[config.mk]
export PLATFORM = sky130hd
export DESIGN_NAME = apb_slave_bank
export DESIGN_NICKNAME = d
export VERILOG_FILES = /design/src/rtl/apb_pkg.sv /design/src/rtl/apb_regfile.sv /design/src/rtl/apb_slave_bank.sv
export SDC_FILE = /design/constraint.sdc
export NUM_CORES = 2
export LEC_CHECK = 0
export CORE_MARGIN = 3
export CORE_UTILIZATION = 60
export DETAILED_ROUTE_END_ITERATION = 16
export GPL_ROUTABILITY_DRIVEN = 0
export PLACE_DENSITY_LB_ADDON = 0.08
export SKIP_CTS_REPAIR_TIMING = 1
export SLEW_MARGIN = 20
export SYNTH_ARGS = -nofsm -noshare
export SYNTH_HDL_FRONTEND = slang
export SYNTH_SLANG_ARGS = --single-unit
[constraint.sdc]
create_clock -name hclk -period 66.9 [get_ports hclk]
set_input_delay 13.38 -clock hclk [delete_from_list [all_inputs] [get_ports hclk]]
set_output_delay 13.38 -clock hclk [all_outputs]
set_load 0.02 [all_outputs]
[src/rtl/apb_pkg.sv]
// Shared types and helpers for the APB slave bank.
// Holds the FSM state encoding, byte-lane sizing and a one-hot test.
package apb_pkg;

  typedef enum logic [1:0] {
    IDLE,
    SETUP,
    ACCESS
  } apb_state_t;

  // Number of paddr LSBs that select a byte within one data word.
  function automatic int lane_bits(input int data_w);
    return $clog2(data_w / 8);
  endfunction

  function automatic logic is_onehot(input logic [63:0] v);
    return (v != 64'd0) && ((v & (v - 64'd1)) == 64'd0);
  endfunction

endpackage

[src/rtl/apb_regfile.sv]
// One slave's register file: DEPTH words of DATA_W bits.
// Asynchronously cleared, single write port, combinational read port.
module apb_regfile #(
  parameter int DATA_W = 32,
  parameter int DEPTH  = 16,
  parameter int IDX_W  = $clog2(DEPTH)
) (
  input  logic              clk,
  input  logic              rst,
  input  logic              we,
  input  logic [IDX_W-1:0]  widx,
  input  logic [DATA_W-1:0] wdata,
  input  logic [IDX_W-1:0]  ridx,
  output logic [DATA_W-1:0] rdata
);

  logic [DATA_W-1:0] mem [DEPTH];

  always_ff @(posedge clk or posedge rst) begin
    if (rst) begin
      for (int i = 0; i < DEPTH; i++) begin
        mem[i] <= '0;
      end
    end else if (we) begin
      mem[widx] <= wdata;
    end
  end

  assign rdata = mem[ridx];

endmodule

[src/rtl/apb_slave_bank.sv]
// Bank of NUM_SLV APB slaves behind the AHB-to-APB bridge, each with a
// register file, programmable wait states and an error response.
module apb_slave_bank
  import apb_pkg::*;
#(
  parameter int NUM_SLV  = 3,
  parameter int DATA_W   = 32,
  parameter int ADDR_W   = 32,
  parameter int DEPTH    = 16,
  parameter int MAX_WAIT = 15
) (
  input  logic                            hclk,
  input  logic                            hreset,
  input  logic [NUM_SLV-1:0]              pselx,
  input  logic                            penable,
  input  logic                            pwrite,
  input  logic [ADDR_W-1:0]               paddr,
  input  logic [DATA_W-1:0]               pwdata,
  input  logic [$clog2(MAX_WAIT+1)-1:0]   wait_cfg,
  output logic [DATA_W-1:0]               prdata,
  output logic                            pready,
  output logic                            pslverr,
  output logic                            busy
);

  localparam int LSB   = lane_bits(DATA_W);
  localparam int IDX_W = $clog2(DEPTH);
  localparam int SLV_W = (NUM_SLV > 1) ? $clog2(NUM_SLV) : 1;
  localparam int CNT_W = $clog2(MAX_WAIT + 1);
  localparam logic [CNT_W-1:0] MAX_CNT = CNT_W'(MAX_WAIT);

  apb_state_t state, state_nx;

  logic [CNT_W-1:0]  cnt;
  logic [SLV_W-1:0]  slv_q, slv_d;
  logic [IDX_W-1:0]  idx_q;
  logic [DATA_W-1:0] wdata_q;
  logic              wr_q, err_q, err_d;
  logic              misalign, hi_bad, done, commit;
  logic [DATA_W-1:0] rd_word [NUM_SLV];
  logic [DATA_W-1:0] rd_sel;

  if (LSB == 0) begin : g_nolane
    assign misalign = 1'b0;
  end else begin : g_lane
    assign misalign = |paddr[LSB-1:0];
  end

  // Any address bit above the word index means the word is outside the file.
  assign hi_bad = |(paddr >> (LSB + IDX_W));
  assign err_d  = !is_onehot(64'(pselx)) | misalign | hi_bad;

  always_comb begin
    slv_d = '0;
    for (int i = 0; i < NUM_SLV; i++) begin
      if (pselx[i]) slv_d = SLV_W'(i);
    end
  end

  always_comb begin
    state_nx = state;
    done     = 1'b0;
    case (state)
      IDLE:   if (|pselx && !penable) state_nx = SETUP;
      SETUP:  state_nx = ACCESS;
      ACCESS: begin
        if (cnt == '0) begin
          done     = 1'b1;
          state_nx = (|pselx && !penable) ? SETUP : IDLE;
        end
      end
      default: state_nx = IDLE;
    endcase
  end

  // The transfer is captured once in SETUP so later bus changes cannot disturb it.
  always_ff @(posedge hclk or posedge hreset) begin
    if (hreset) begin
      state   <= IDLE;
      cnt     <= '0;
      slv_q   <= '0;
      idx_q   <= '0;
      wdata_q <= '0;
      wr_q    <= 1'b0;
      err_q   <= 1'b0;
    end else begin
      state <= state_nx;
      if (state == SETUP) begin
        slv_q   <= slv_d;
        idx_q   <= paddr[LSB +: IDX_W];
        wdata_q <= pwdata;
        wr_q    <= pwrite;
        err_q   <= err_d;
        cnt     <= (wait_cfg > MAX_CNT) ? MAX_CNT : wait_cfg;
      end else if (state == ACCESS && cnt != '0) begin
        cnt <= cnt - 1'b1;
      end
    end
  end

  assign commit = done & wr_q & !err_q;

  for (genvar g = 0; g < NUM_SLV; g++) begin : g_slv
    apb_regfile #(
      .DATA_W (DATA_W),
      .DEPTH  (DEPTH)
    ) u_rf (
      .clk   (hclk),
      .rst   (hreset),
      .we    (commit && (slv_q == SLV_W'(g))),
      .widx  (idx_q),
      .wdata (wdata_q),
      .ridx  (idx_q),
      .rdata (rd_word[g])
    );
  end

  always_comb begin
    rd_sel = '0;
    for (int i = 0; i < NUM_SLV; i++) begin
      if (slv_q == SLV_W'(i)) rd_sel = rd_word[i];
    end
  end

  assign pready  = done;
  assign pslverr = done & err_q;
  assign prdata  = (done && !err_q && !wr_q) ? rd_sel : '0;
  assign busy    = (state != IDLE);

endmodule
# After elaboration in Yosys (flattened, before gate mapping)
# Index checks and enable logic that the tools add are counted.
# W data, S select, Z words.
# word_totals
ff_bits	1582
word_cells	127
# classes
n_bitwise	7
magnitude_cmp	3
mux	29
n_reduce_logical	25
addsub	2
eq_ne	6
# op_table
cell	count
$bwmux W512	3
$bmux W32 S4	3
$mux W32	11
$demux W32 S4	1
$and A3 B64 Y64	1
$logic_not A64 Y1	1
$reduce_or A26 Y1	1
$mux W4	3
$logic_and A1 B1 Y1	9
$mux W2	3
$pmux W2 S3	1
$ge A5 B5 Y1 const B	1
$lt A5 B1 Y1 const B	1
$not A4 Y5	1
$eq A2 B1 Y1 const B	2
$eq A2 B2 Y1 const B	2
$gt A4 B4 Y1 const B	1
$logic_not A1 Y1	4
$logic_not A2 Y1	2
$logic_not A4 Y1	1
$mux W1	4
$ne A2 B2 Y1 const B	2
$reduce_bool A2 Y1	2
$reduce_bool A4 Y1	1
8 further kinds	11

# Longest topological paths before layout
# depth
ltp_word	8
depth_mapped	10
ltp_nobuf	6

# Hierarchy
# A second synthesis with hierarchy kept.
# hier_totals
hier_cells	4596
hier_area_um2	71576.1
# by_module_without_submodules
mod	cells_per_inst	seq_area_each_um2	n_inst	area_each_um2
apb_regfile	1410	12812.3	3	22945.8
apb_slave_bank	366	1151.1	1	2738.9

# Worst setup path after synthesis
# Ideal clock, no wire load.
# synth_timing
path_kind	reg2out
from	register cnt[0]
to	output port prdata[17]
arrival_time_ns	2.555
t_required_ns	53.520
stages_incl_launch_ff	9
path_slack_ns	50.965
cell_sequence	dfrtp_1 inv_1 ha_1 or3b_1 clkbuf_1 or4_1 clkbuf_1 a211o_1 a221oi_1
# synth_between
elab_chain_cells	6
# synth_lines
item	line_no	rtl
from (decl)	apb_slave_bank.sv:34	logic [CNT_W-1:0] cnt;
from (signal assigned)	apb_slave_bank.sv:94	cnt <= (wait_cfg > MAX_CNT) ? MAX_CNT : wait_cfg;
from (signal assigned)	apb_slave_bank.sv:96	cnt <= cnt - 1'b1;
$logic_not A4 Y1	apb_slave_bank.sv:67	if (cnt == '0) begin
$mux W1	apb_slave_bank.sv:67	
$mux W1	apb_slave_bank.sv:63	case (state)
$logic_and A1 B1 Y1 (2 in a row)	apb_slave_bank.sv:127	assign prdata = (done && !err_q && !wr_q) ? rd_sel : '0;
$mux W32	apb_slave_bank.sv:127	
to (decl)	apb_slave_bank.sv:20	output logic [DATA_W-1:0] prdata,
# Every way passes these cells.

# Worst setup path in the final report
# layout_timing
from	register idx_q[1]
to	output port prdata[31]
# layout_between
elab_chain_cells	8
# layout_lines
item	line_no	rtl
from (decl)	apb_slave_bank.sv:36	logic [IDX_W-1:0] idx_q;
from (signal assigned)	apb_slave_bank.sv:90	idx_q <= paddr[LSB +: IDX_W];
$not A4 Y5 (not written as such) *	apb_regfile.sv:29	assign rdata = mem[ridx];
$bmux W32 S4	apb_regfile.sv:29	
$mux W32 (not written as such) (2 in a row)	apb_regfile.sv:29	
$mux W32 (2 in a row)	apb_slave_bank.sv:121	if (slv_q == SLV_W'(i)) rd_sel = rd_word[i];
$mux W32 *	apb_slave_bank.sv:121	
$mux W32 *	apb_slave_bank.sv:127	
# Every way passes the cells marked *; elsewhere a longest branch is shown, timed or not. The select of a mux whose other input is x is not followed.

==> impl_metrics.csv <==
group,metric,value,unit
routing,drt_iter0_drc,3614,
run_status,outcome,"finished, final reports clean",
die,start_util,0.6050,
pwr,ir_drop,0.00003438,V
grt,grt_util_all_layers,0.3262,
setup_path,r2r_slack,61.42,ns
finish,layout_commonest_cell,"dfrtp_1",
die,die_w,351.3,um
sta,relSlewSlack,0.1932,
synth,synthTopCellsByArea,"dfrtp_1 (55%), mux2_2 (23%), mux4_2 (11%), mux2_1 (1.8%), clkbuf_1 (1.5%)",
routing,ant_nets,0,
sta,setup_viol,0,
cts,clk_latency,0.77,ns
setup_path,r2r_start,"idx_q[3]",
synth,yosysTopAreaCell,"dfrtp_1",
setup_path,reg2reg_to,"g_slv[1].u_rf.mem[133]",
pwr,power,2.485,mW
synth,synth_area,0.07154,mm^2
cts,root_buffer,"clkbuf_16",
synth,ys_ff_latch,1582,
synth,yosysUniqueCellTypes,49,
die,io_pins,110,
synth,syn_inst,4601,
grt,grt_pass1_vias,43360,
synth,synth_edf_count,0,
finish,fin_cells,6197,
place,io_buffers,109,
pwr,power_density,31.31,mW/mm^2
cts,cts.sinks,1582,
sta,timing.final.ws_setup,47.24,ns
grt,antenna_found_initial,3,
sta,post-route-period-util,0.2939,
sta,period_needed,19.66,ns
cts,clk_pin_slew,0.06,ns
sta,fmax,0.05086,GHz
synth,synth_top_area_frac,0.5534,
finish,n_antenna_cell,0,
synth,synth_warnings,0,
setup_path,critPathCaptureType,"output port",
die,die_h,351.3,um
synth,synth-main-ff-cell,"dfrtp_1",
finish,layout.nets,4613,
sta,hold_violations,0,
worst_hold_path,min_from,"wdata_q[18]",
run,drv_cap,0,
place,pre_cts_ws,48.05,ns
finish,syn2layout_area_growth,10.95,%
place,post_dp_cell_area,0.07401,mm^2
die,row_count,126,
cts,cts_tree,"built",
grt,grt_pass1_wl,293.4,mm
finish,final_cell_mix,"dfrtp_1 (1574), mux2_2 (1466), mux4_2 (361), clkbuf_16 (172), nand2_1 (142)",
routing,wirelength,196.0,mm
setup_path,rr_worst_depth,7,
routing,drt_pass1_iterations,5,
worst_hold_path,hold_path_depth,2,
sta,slew_violations,0,
setup_path,worstPathRequired,53.52,ns
cts,cts_inserted_buffers,164,
setup_path,crit_arrival,6.28,ns
synth,synthArstFlopShare,1.000,
synth,yosysSeqAreaShare,0.5534,
cts,cts-htree-levels,4,
sta,hold_ws,0.4757,ns
finish,final_area,0.07937,mm^2
pwr,p_leak,38.82,nW
setup_path,crit_fanout,66,
grt,grt_overflow_total,0,
die,coreArea,0.1182,mm^2
die,die-area,0.1234,mm^2
setup_path,critPathLaunchType,"register",
setup_path,crit_type,"reg2out",
routing,wl_per_cell,31.62,um
cts,clockBufferDepth,3,
synth,avgSynthCellArea,15.55,um^2
place,dp_hpwl,106.9,mm
routing,vias,41520,
sta,skew,0.02058,ns
synth,syn_nets,4677,
sta,worstMarginPinSlew,1.209,ns
routing,drc,0,
worst_hold_path,hp-class,"reg2reg",
routing,vias_per_cell,6.699,
finish,final_util,0.6713,
worst_hold_path,hold-path-endpoint,"wdata_q[18]",
sta,rsz0062_at_grt,"no",
finish,drive_above_1_share,0.4887,
place,place_inst,5907,
sta,fin_tns_setup,0,ns
grt,grt_max_degree,177,
synth_stat cells, types with 3 or more instances:
| cell | n |
|---|---|
| a211oi_1 | 12 |
| a21o_1 | 6 |
| nor2b_1 | 6 |
| nor4_1 | 10 |
| nand3_1 | 44 |
| o221ai_1 | 5 |
| buf_2 | 60 |
| a211o_1 | 6 |
| xor2_1 | 3 |
| dfrtp_1 | 1582 |
| o22ai_1 | 12 |
| o211a_1 | 18 |
| a221oi_1 | 24 |
| nand2_1 | 142 |
| mux2i_1 | 75 |
| o21ai_0 | 16 |
| buf_6 | 4 |
| inv_1 | 4 |
| nor3_1 | 13 |
| a22o_1 | 4 |
| and3_1 | 7 |
| buf_4 | 27 |
| nor2_1 | 11 |
| nor3_2 | 5 |
| buf_1 | 91 |
| or2_2 | 3 |
| clkbuf_1 | 288 |
| nand2b_1 | 11 |
| a31oi_1 | 19 |
| mux2_1 | 112 |
| mux2_2 | 1466 |
| a21oi_1 | 22 |
| nor3_4 | 10 |
| nor3b_1 | 3 |
| mux4_2 | 361 |
| a22oi_1 | 100 |
final cells by class:
cell class | instances | area [um^2]
clock buffer | 258 | 5007
fill | 8332 | 38870
tap | 1536 | 1922
inverter | 4 | 22.52
clock inverter | 32 | 350.3
timing repair buffer | 240 | 2153
sequential | 1582 | 39610
multi-input combinational | 2545 | 30310
where the power goes:
group	internal [mW]	leakage, nW	switching, mW
clock network	0.538	2.65	0.374
logic	0.156	14.1	0.416
registers	0.972	22.0	0.0288
total	1.67	38.8	0.819
flip-flops by register name, indices dropped and copies added (netlist names):
name	count
err_q	1
idx_q	4
state	2
slv_q	2
g_slv.u_rf.mem	1536
wr_q	1
cnt	4
wdata_q	32
how the worst max path moves through the flow:
stage	from	cells after the start	to
after global routing	idx_q[1]	8	prdata[17]
after CTS	idx_q[1]	8	prdata[31]
after global placement	idx_q[1]	8	prdata[31]
final	idx_q[1]	8	prdata[31]
after detailed placement	idx_q[1]	8	prdata[31]
after floorplan	hreset	1	cnt[0]
cell families (layout without fill, tap and decap cells):
group | Yosys count | after routing | share of synthesized area
AO/OA/AOI/OAI | 248 | 248 | 0.02562
XOR/XNOR | 3 | 3 | 0.0003673
adder cells (fa/ha/maj) | 1 | 1 | 0.0001749
buffers and inverters | 474 | 534 | 0.02776
flip-flops | 1582 | 1582 | 0.5534
multiplexers | 2014 | 2014 | 0.3725
AND/OR/NAND/NOR | 279 | 279 | 0.02018
critical path, cell delays in order, from the launching register on:
cell	delay [ns]
dfrtp_4	0.88
buf_4	0.78
buf_4	0.83
buf_4	0.91
mux4_2	0.37
a22oi_1	0.10
a21o_1	0.23
a221oi_1	0.52
clkdlybuf4s50_1	0.73
per-layer routing:
metal | up-vias | share of wire | track usage
li1 | 16960 | - | -
met1 | 22800 | 0.43 | 0.4722
met2 | 1413 | 0.47 | 0.5064
met3 | 336 | 0.072 | 0.06844
met4 | 0 | 0.029 | 0.09408
met5 | - | 0 | 0
Power figures use the tool's default switching activity.
